### config.mk
export PLATFORM = sky130hd
export DESIGN_NAME = sort3_stream_tx
export DESIGN_NICKNAME = d
export VERILOG_FILES = /design/src/rtl/sort3_pkg.sv /design/src/rtl/sort3_cmp_swap.sv /design/src/rtl/sort3_stream_tx.sv
export SDC_FILE = /design/constraint.sdc
export NUM_CORES = 1
export LEC_CHECK = 0
export ABC_AREA = 1
export CAP_MARGIN = 15
export CORE_MARGIN = 2
export CORE_UTILIZATION = 50
export DETAILED_ROUTE_END_ITERATION = 16
export GPL_ROUTABILITY_DRIVEN = 0
export GPL_TIMING_DRIVEN = 0
export PLACE_DENSITY = 0.75
export SETUP_SLACK_MARGIN = 0.5
export SLEW_MARGIN = 10
export SYNTH_ARGS = -nofsm -noshare
export SYNTH_HDL_FRONTEND = slang
export SYNTH_SLANG_ARGS = --single-unit
### constraint.sdc
create_clock -name clk -period 4.4 [get_ports clk]
set_input_delay 1.1 -clock clk [delete_from_list [all_inputs] [get_ports clk]]
set_output_delay 1.1 -clock clk [all_outputs]
set_load 0.02 [all_outputs]
### src/rtl/sort3_pkg.sv
// Shared types for the three-value sorting stream transmitter.
//   state_t : controller states (2-bit encoding)
//   IDX_W   : width of the original-index tag carried with every value
//   idx_t   : original index (0=a, 1=b, 2=c)
//   elem_t  : {value, idx} element layout for the default 8-bit data width.
//             Parameterised modules use the same layout as a flat vector:
//             value in the upper DW bits, idx in the lower IDX_W bits.
package sort3_pkg;

  localparam int IDX_W      = 2;
  localparam int DW_DEFAULT = 8;

  typedef enum logic [1:0] {
    IDLE = 2'd0,
    S1   = 2'd1,
    S2   = 2'd2,
    EMIT = 2'd3
  } state_t;

  typedef logic [IDX_W-1:0] idx_t;

  typedef struct packed {
    logic [DW_DEFAULT-1:0] value;
    idx_t                  idx;
  } elem_t;

endpackage

### src/rtl/sort3_cmp_swap.sv
// Combinational compare-exchange cell for {value,idx} elements.
//   a_i      : element in the earlier output position
//   b_i      : element in the later output position
//   first_o  : element that belongs in the earlier position
//   second_o : element that belongs in the later position
// The compare is unsigned over the full value field and swaps only on a
// strict inequality, so equal values keep their relative order.
module sort3_cmp_swap
  import sort3_pkg::*;
#(
  parameter int DW         = 8,
  parameter bit DESCENDING = 1'b1
) (
  input  logic [DW+IDX_W-1:0] a_i,
  input  logic [DW+IDX_W-1:0] b_i,
  output logic [DW+IDX_W-1:0] first_o,
  output logic [DW+IDX_W-1:0] second_o
);

  logic [DW-1:0] va;
  logic [DW-1:0] vb;
  logic          swap;

  assign va = a_i[DW+IDX_W-1:IDX_W];
  assign vb = b_i[DW+IDX_W-1:IDX_W];

  assign swap     = DESCENDING ? (va < vb) : (va > vb);
  assign first_o  = swap ? b_i : a_i;
  assign second_o = swap ? a_i : b_i;

endmodule

### src/rtl/sort3_stream_tx.sv
// Accepts a triple (a,b,c) over valid/ready, sorts it with a two-stage
// compare-exchange network and streams the values out one beat at a time,
// each tagged with its original index and a last flag on the third beat.
//   clk, rst_n                 : clock, asynchronous active-low reset
//   in_valid / in_ready        : input handshake (ready only when idle)
//   in_a, in_b, in_c           : operands with index 0, 1, 2
//   out_valid / out_ready      : output handshake
//   out_data, out_idx, out_last: current sorted beat
//   busy                       : high whenever a triple is in flight
module sort3_stream_tx
  import sort3_pkg::*;
#(
  parameter int DW         = 8,
  parameter bit DESCENDING = 1'b1
) (
  input  logic          clk,
  input  logic          rst_n,
  input  logic          in_valid,
  output logic          in_ready,
  input  logic [DW-1:0] in_a,
  input  logic [DW-1:0] in_b,
  input  logic [DW-1:0] in_c,
  output logic          out_valid,
  input  logic          out_ready,
  output logic [DW-1:0] out_data,
  output idx_t          out_idx,
  output logic          out_last,
  output logic          busy
);

  localparam int EW = DW + IDX_W;

  state_t        state_q, state_d;
  logic [1:0]    beat_q, beat_d;

  logic [EW-1:0] cap0_q, cap1_q, cap2_q;
  logic [EW-1:0] s1e0_q, s1e1_q, s1e2_q;
  logic [EW-1:0] srt0_q, srt1_q, srt2_q;

  logic [EW-1:0] s1e0_d, s1e1_d;
  logic [EW-1:0] m1, m2, f0, f1;
  logic [EW-1:0] cur;

  logic          accept;
  logic          beat_fire;

  assign in_ready  = (state_q == IDLE);
  assign busy      = (state_q != IDLE);
  assign out_valid = (state_q == EMIT);
  assign accept    = in_valid && in_ready;
  assign beat_fire = out_valid && out_ready;

  // First stage: order positions 0 and 1
  sort3_cmp_swap #(.DW(DW), .DESCENDING(DESCENDING)) u_cx01_a (
    .a_i      (cap0_q),
    .b_i      (cap1_q),
    .first_o  (s1e0_d),
    .second_o (s1e1_d)
  );

  // Second stage: positions 1/2 then 0/1 again, chained in one cycle
  sort3_cmp_swap #(.DW(DW), .DESCENDING(DESCENDING)) u_cx12 (
    .a_i      (s1e1_q),
    .b_i      (s1e2_q),
    .first_o  (m1),
    .second_o (m2)
  );

  sort3_cmp_swap #(.DW(DW), .DESCENDING(DESCENDING)) u_cx01_b (
    .a_i      (s1e0_q),
    .b_i      (m1),
    .first_o  (f0),
    .second_o (f1)
  );

  always_ff @(posedge clk or negedge rst_n) begin
    if (!rst_n) begin
      state_q <= IDLE;
      beat_q  <= 2'd0;
    end else begin
      state_q <= state_d;
      beat_q  <= beat_d;
    end
  end

  always_comb begin
    state_d = state_q;
    beat_d  = beat_q;
    case (state_q)
      IDLE: if (accept) state_d = S1;
      S1:   state_d = S2;
      S2: begin
        state_d = EMIT;
        beat_d  = 2'd0;
      end
      EMIT: begin
        if (beat_fire) begin
          if (beat_q == 2'd2) begin
            state_d = IDLE;
            beat_d  = 2'd0;
          end else begin
            beat_d = 2'(beat_q + 2'd1);
          end
        end
      end
      default: state_d = IDLE;
    endcase
  end

  // Data registers only load in their own state, so the sorted triple is
  // frozen for the whole EMIT phase and survives any amount of backpressure.
  always_ff @(posedge clk or negedge rst_n) begin
    if (!rst_n) begin
      cap0_q <= '0;
      cap1_q <= '0;
      cap2_q <= '0;
      s1e0_q <= '0;
      s1e1_q <= '0;
      s1e2_q <= '0;
      srt0_q <= '0;
      srt1_q <= '0;
      srt2_q <= '0;
    end else begin
      if (accept) begin
        cap0_q <= {in_a, idx_t'(0)};
        cap1_q <= {in_b, idx_t'(1)};
        cap2_q <= {in_c, idx_t'(2)};
      end
      if (state_q == S1) begin
        s1e0_q <= s1e0_d;
        s1e1_q <= s1e1_d;
        s1e2_q <= cap2_q;
      end
      if (state_q == S2) begin
        srt0_q <= f0;
        srt1_q <= f1;
        srt2_q <= m2;
      end
    end
  end

  // Outputs read as zero whenever no beat is being offered
  always_comb begin
    cur      = '0;
    out_last = 1'b0;
    if (state_q == EMIT) begin
      case (beat_q)
        2'd0:    cur = srt0_q;
        2'd1:    cur = srt1_q;
        default: cur = srt2_q;
      endcase
      out_last = (beat_q == 2'd2);
    end
  end

  assign out_data = cur[EW-1:IDX_W];
  assign out_idx  = cur[IDX_W-1:0];

endmodule
==> results.json <==
{
  "ys_types": 29,
  "cts_hold_buf": 0,
  "status": "complete, no violations",
  "synth_top_family_by_area": "simple AND/OR/NAND/NOR gates",
  "ios": 42,
  "grt_pass1_wl_um": 18400,
  "critical_path_class": "reg -> reg",
  "slowest_stage": "dfrtp_1",
  "via_count": 3973,
  "crit_path_end_kind": "flop",
  "clock.fmax_ghz": 0.274,
  "synth_xor_area_share_pct": 0,
  "nFillCells": 782,
  "ys_warn_count": 0,
  "startpoint_type": "flop",
  "synthesis.area_mm2": 0.00457,
  "synth-compound-area-share_pct": 11.9,
  "grt_pass1_vias": 3808,
  "slew_headroom_pct": 58.3,
  "multiInputGateArea_mm2": 0.00204,
  "skew_ns": 0.00863,
  "drt-pass1-iter-count": 5,
  "ctsResizeCount": 0,
  "synth_edf_count": 0,
  "path_common_cell": "buf_2",
  "cts_tree": "yes",
  "numCtsBuffers": 9,
  "initial_core_util_pct": 51.9,
  "row_count": 34,
  "drc_errors": 0,
  "grt-ovfl-total": 0,
  "dp_hpwl_um": 8360,
  "critPathMaxFanout": 10,
  "synthMuxAreaShare_pct": 3.94,
  "post-route-period-util_pct": 82.8,
  "min_period_ns": 3.64,
  "wl_per_cell_um": 14.9,
  "tns_ns": 0,
  "postRouteAntennaNets": 0,
  "path_cells": "inv_1, ha_1, a21oi_1, o21a_1, nand2_4, buf_2, nand2_1, o21ai_0, ha_1, a21oi_1, nor2_1, a211oi_1, buf_2, buf_2, nand3_1, nand3_1, nand2_1",
  "cp.required_ns": 4.65,
  "worst-slew-pin-transition_ns": 0.625,
  "cpPeakStageDelay_ns": 0.45,
  "die_w_um": 99.6,
  "post_cts_buffers": 0,
  "grt_start_max_net_pins": 58,
  "maxSlewViolCount": 0,
  "ys_seq_elements": 86,
  "reg2reg_slack_ns": 0.76,
  "coreArea_mm2": 0.00881,
  "clock_latency_ns": 0.37,
  "arrival_ns": 3.90,
  "setup_viol": 0,
  "antenna_found_initial": 0,
  "grt_use_total_pct": 23.5,
  "synthFlopType": "dfrtp_1",
  "syn-mean-instance-area_um2": 8.19,
  "area_growth_pct": 17.1,
  "rsz0062_at_grt": "no",
  "drive_gt1_share_pct": 7.79,
  "async_flop_share_pct": 100,
  "final_nets": 664,
  "io_buffers": 41,
  "cts.sinks": 86,
  "diodes": 0,
  "die_y_um": 99.6,
  "avgViaCountPerCell": 5.49,
  "synth_fp_nets": 611,
  "synthAdderAreaFrac_pct": 6.84,
  "die_area_mm2": 0.00992,
  "wl_um": 10800,
  "final_core_util_pct": 60.8,
  "ys_seq_area_share_pct": 47.1,
  "clkTransAtPathRegs_ns": 0.10,
  "cts.path.max_buffers": 2,
  "drt_iter0_drc": 196,
  "synthSimpleGateAreaFrac_pct": 22.1,
  "maxCapViolations": 0,
  "cts_root_buffer": "clkbuf_8",
  "netlist_instances": 558,
  "finalHoldViolCount": 0,
  "ff_latch_area_mm2": 0.00215,
  "hold_path_class": "reg -> reg",
  "cts_max_level": 3
}
## registers in the layout (all words and copies together), names as in the netlist
name	flops
beat_q	2
cap0_q	8
cap1_q	8
cap2_q	9
s1e0_q	9
s1e1_q	9
s1e2_q	9
srt0_q	10
srt1_q	10
srt2_q	10
state_q	2
## path summary, 6_finish.rpt
kind	to	cells after the start	start
worst max-delay path	srt0_q[4]	17	s1e2_q[7]
worst min register to register	srt1_q[2]	2	srt1_q[2]
max in group asynchronous	cap1_q[6]	2	rst_n
min in group asynchronous	srt0_q[3]	1	rst_n
worst max register to register	srt0_q[4]	17	s1e2_q[7]
worst min-delay path	srt1_q[2]	2	srt1_q[2]
## cells in the final DEF (no fill, tap or decap)
cell type / instances
a211oi_1: 1
a21boi_0: 1
a21oi_1: 18
a22oi_1: 2
buf_1: 2
buf_16: 1
buf_2: 5
buf_4: 2
buf_6: 1
buf_8: 1
bufinv_16: 1
clkbuf_1: 20
clkbuf_8: 9
clkdlybuf4s50_1: 40
clkinv_1: 1
clkinv_4: 1
dfrtp_1: 86
ha_1: 25
inv_1: 60
inv_2: 1
inv_6: 3
inv_8: 2
mux2_2: 16
nand2_1: 128
nand2_2: 3
nand2_4: 2
nand3_1: 66
nand4_1: 1
nor2_1: 39
nor3_1: 1
o211ai_1: 1
o21a_1: 2
o21ai_0: 54
o221ai_1: 1
o22ai_1: 18
o31ai_1: 1
## critical path: cells and delay by family, from the launching register on
family / cells / cell delay (ns)
fa+ha+maj: 2 / 0.65
flops: 1 / 0.45
compound gates: 5 / 1.10
buf+inv: 4 / 0.82
simple gates: 6 / 0.50
## synth_stat cells, drive strengths merged, types with 2 or more instances
cell type / count / area (um2)
nand2: 133 / 522
dfrtp: 86 / 2150
nand3: 66 / 330
inv: 61 / 229
o21ai: 54 / 270
nor2: 39 / 146
ha: 25 / 313
clkbuf: 20 / 75.1
a21oi: 18 / 90.1
o22ai: 18 / 113
mux2: 16 / 180
buf: 10 / 66.3
a22oi: 2 / 15.0
o21a: 2 / 15.0
## metal layers
layer	global-route usage, %	up-vias	wire [um]	share of wire [%]
li1	-	1943	-	-
met1	30.7	1868	4770	44
met4	6.43	0	178	1.6
met3	4.78	20	582	5.4
met2	40.1	142	5270	49
met5	0	-	0	0
## area by class of cell
cell class | instances | area share (%)
buffer | 30 | 2.64
clock buffer | 9 | 2.31
multi-input combinational | 380 | 38.2
tap | 108 | 2.52
inverter | 62 | 4.35
clock inverter | 7 | 1.64
sequential | 86 | 40.2
timing repair buffer | 42 | 8.13
## logic make-up after synthesis
group                      after synthesis
adders and majority gates               25
buffers and inverters                   92
AOI/OAI and AO/OA                       99
DFF                                     86
and+or+nand+nor                        240
muxes                                   16
## through the flow
stage | std cells | hold WS [ns] | worst slack [ns] | area [um2]
after floorplan | 558 | 0.434 | 1.39 | 4570
after global placement | 707 | 0.459 | -0.787 | 5120
after detailed placement | 708 | 0.472 | 0.857 | 5140
after CTS | 724 | 0.493 | 0.799 | 5350
after global routing | 724 | 0.516 | 0.516 | 5350
final | 724 | 0.492 | 0.756 | 5350
Power is not shown: default switching activity piles up to over one toggle a cycle in this logic, so the estimate is an artifact.
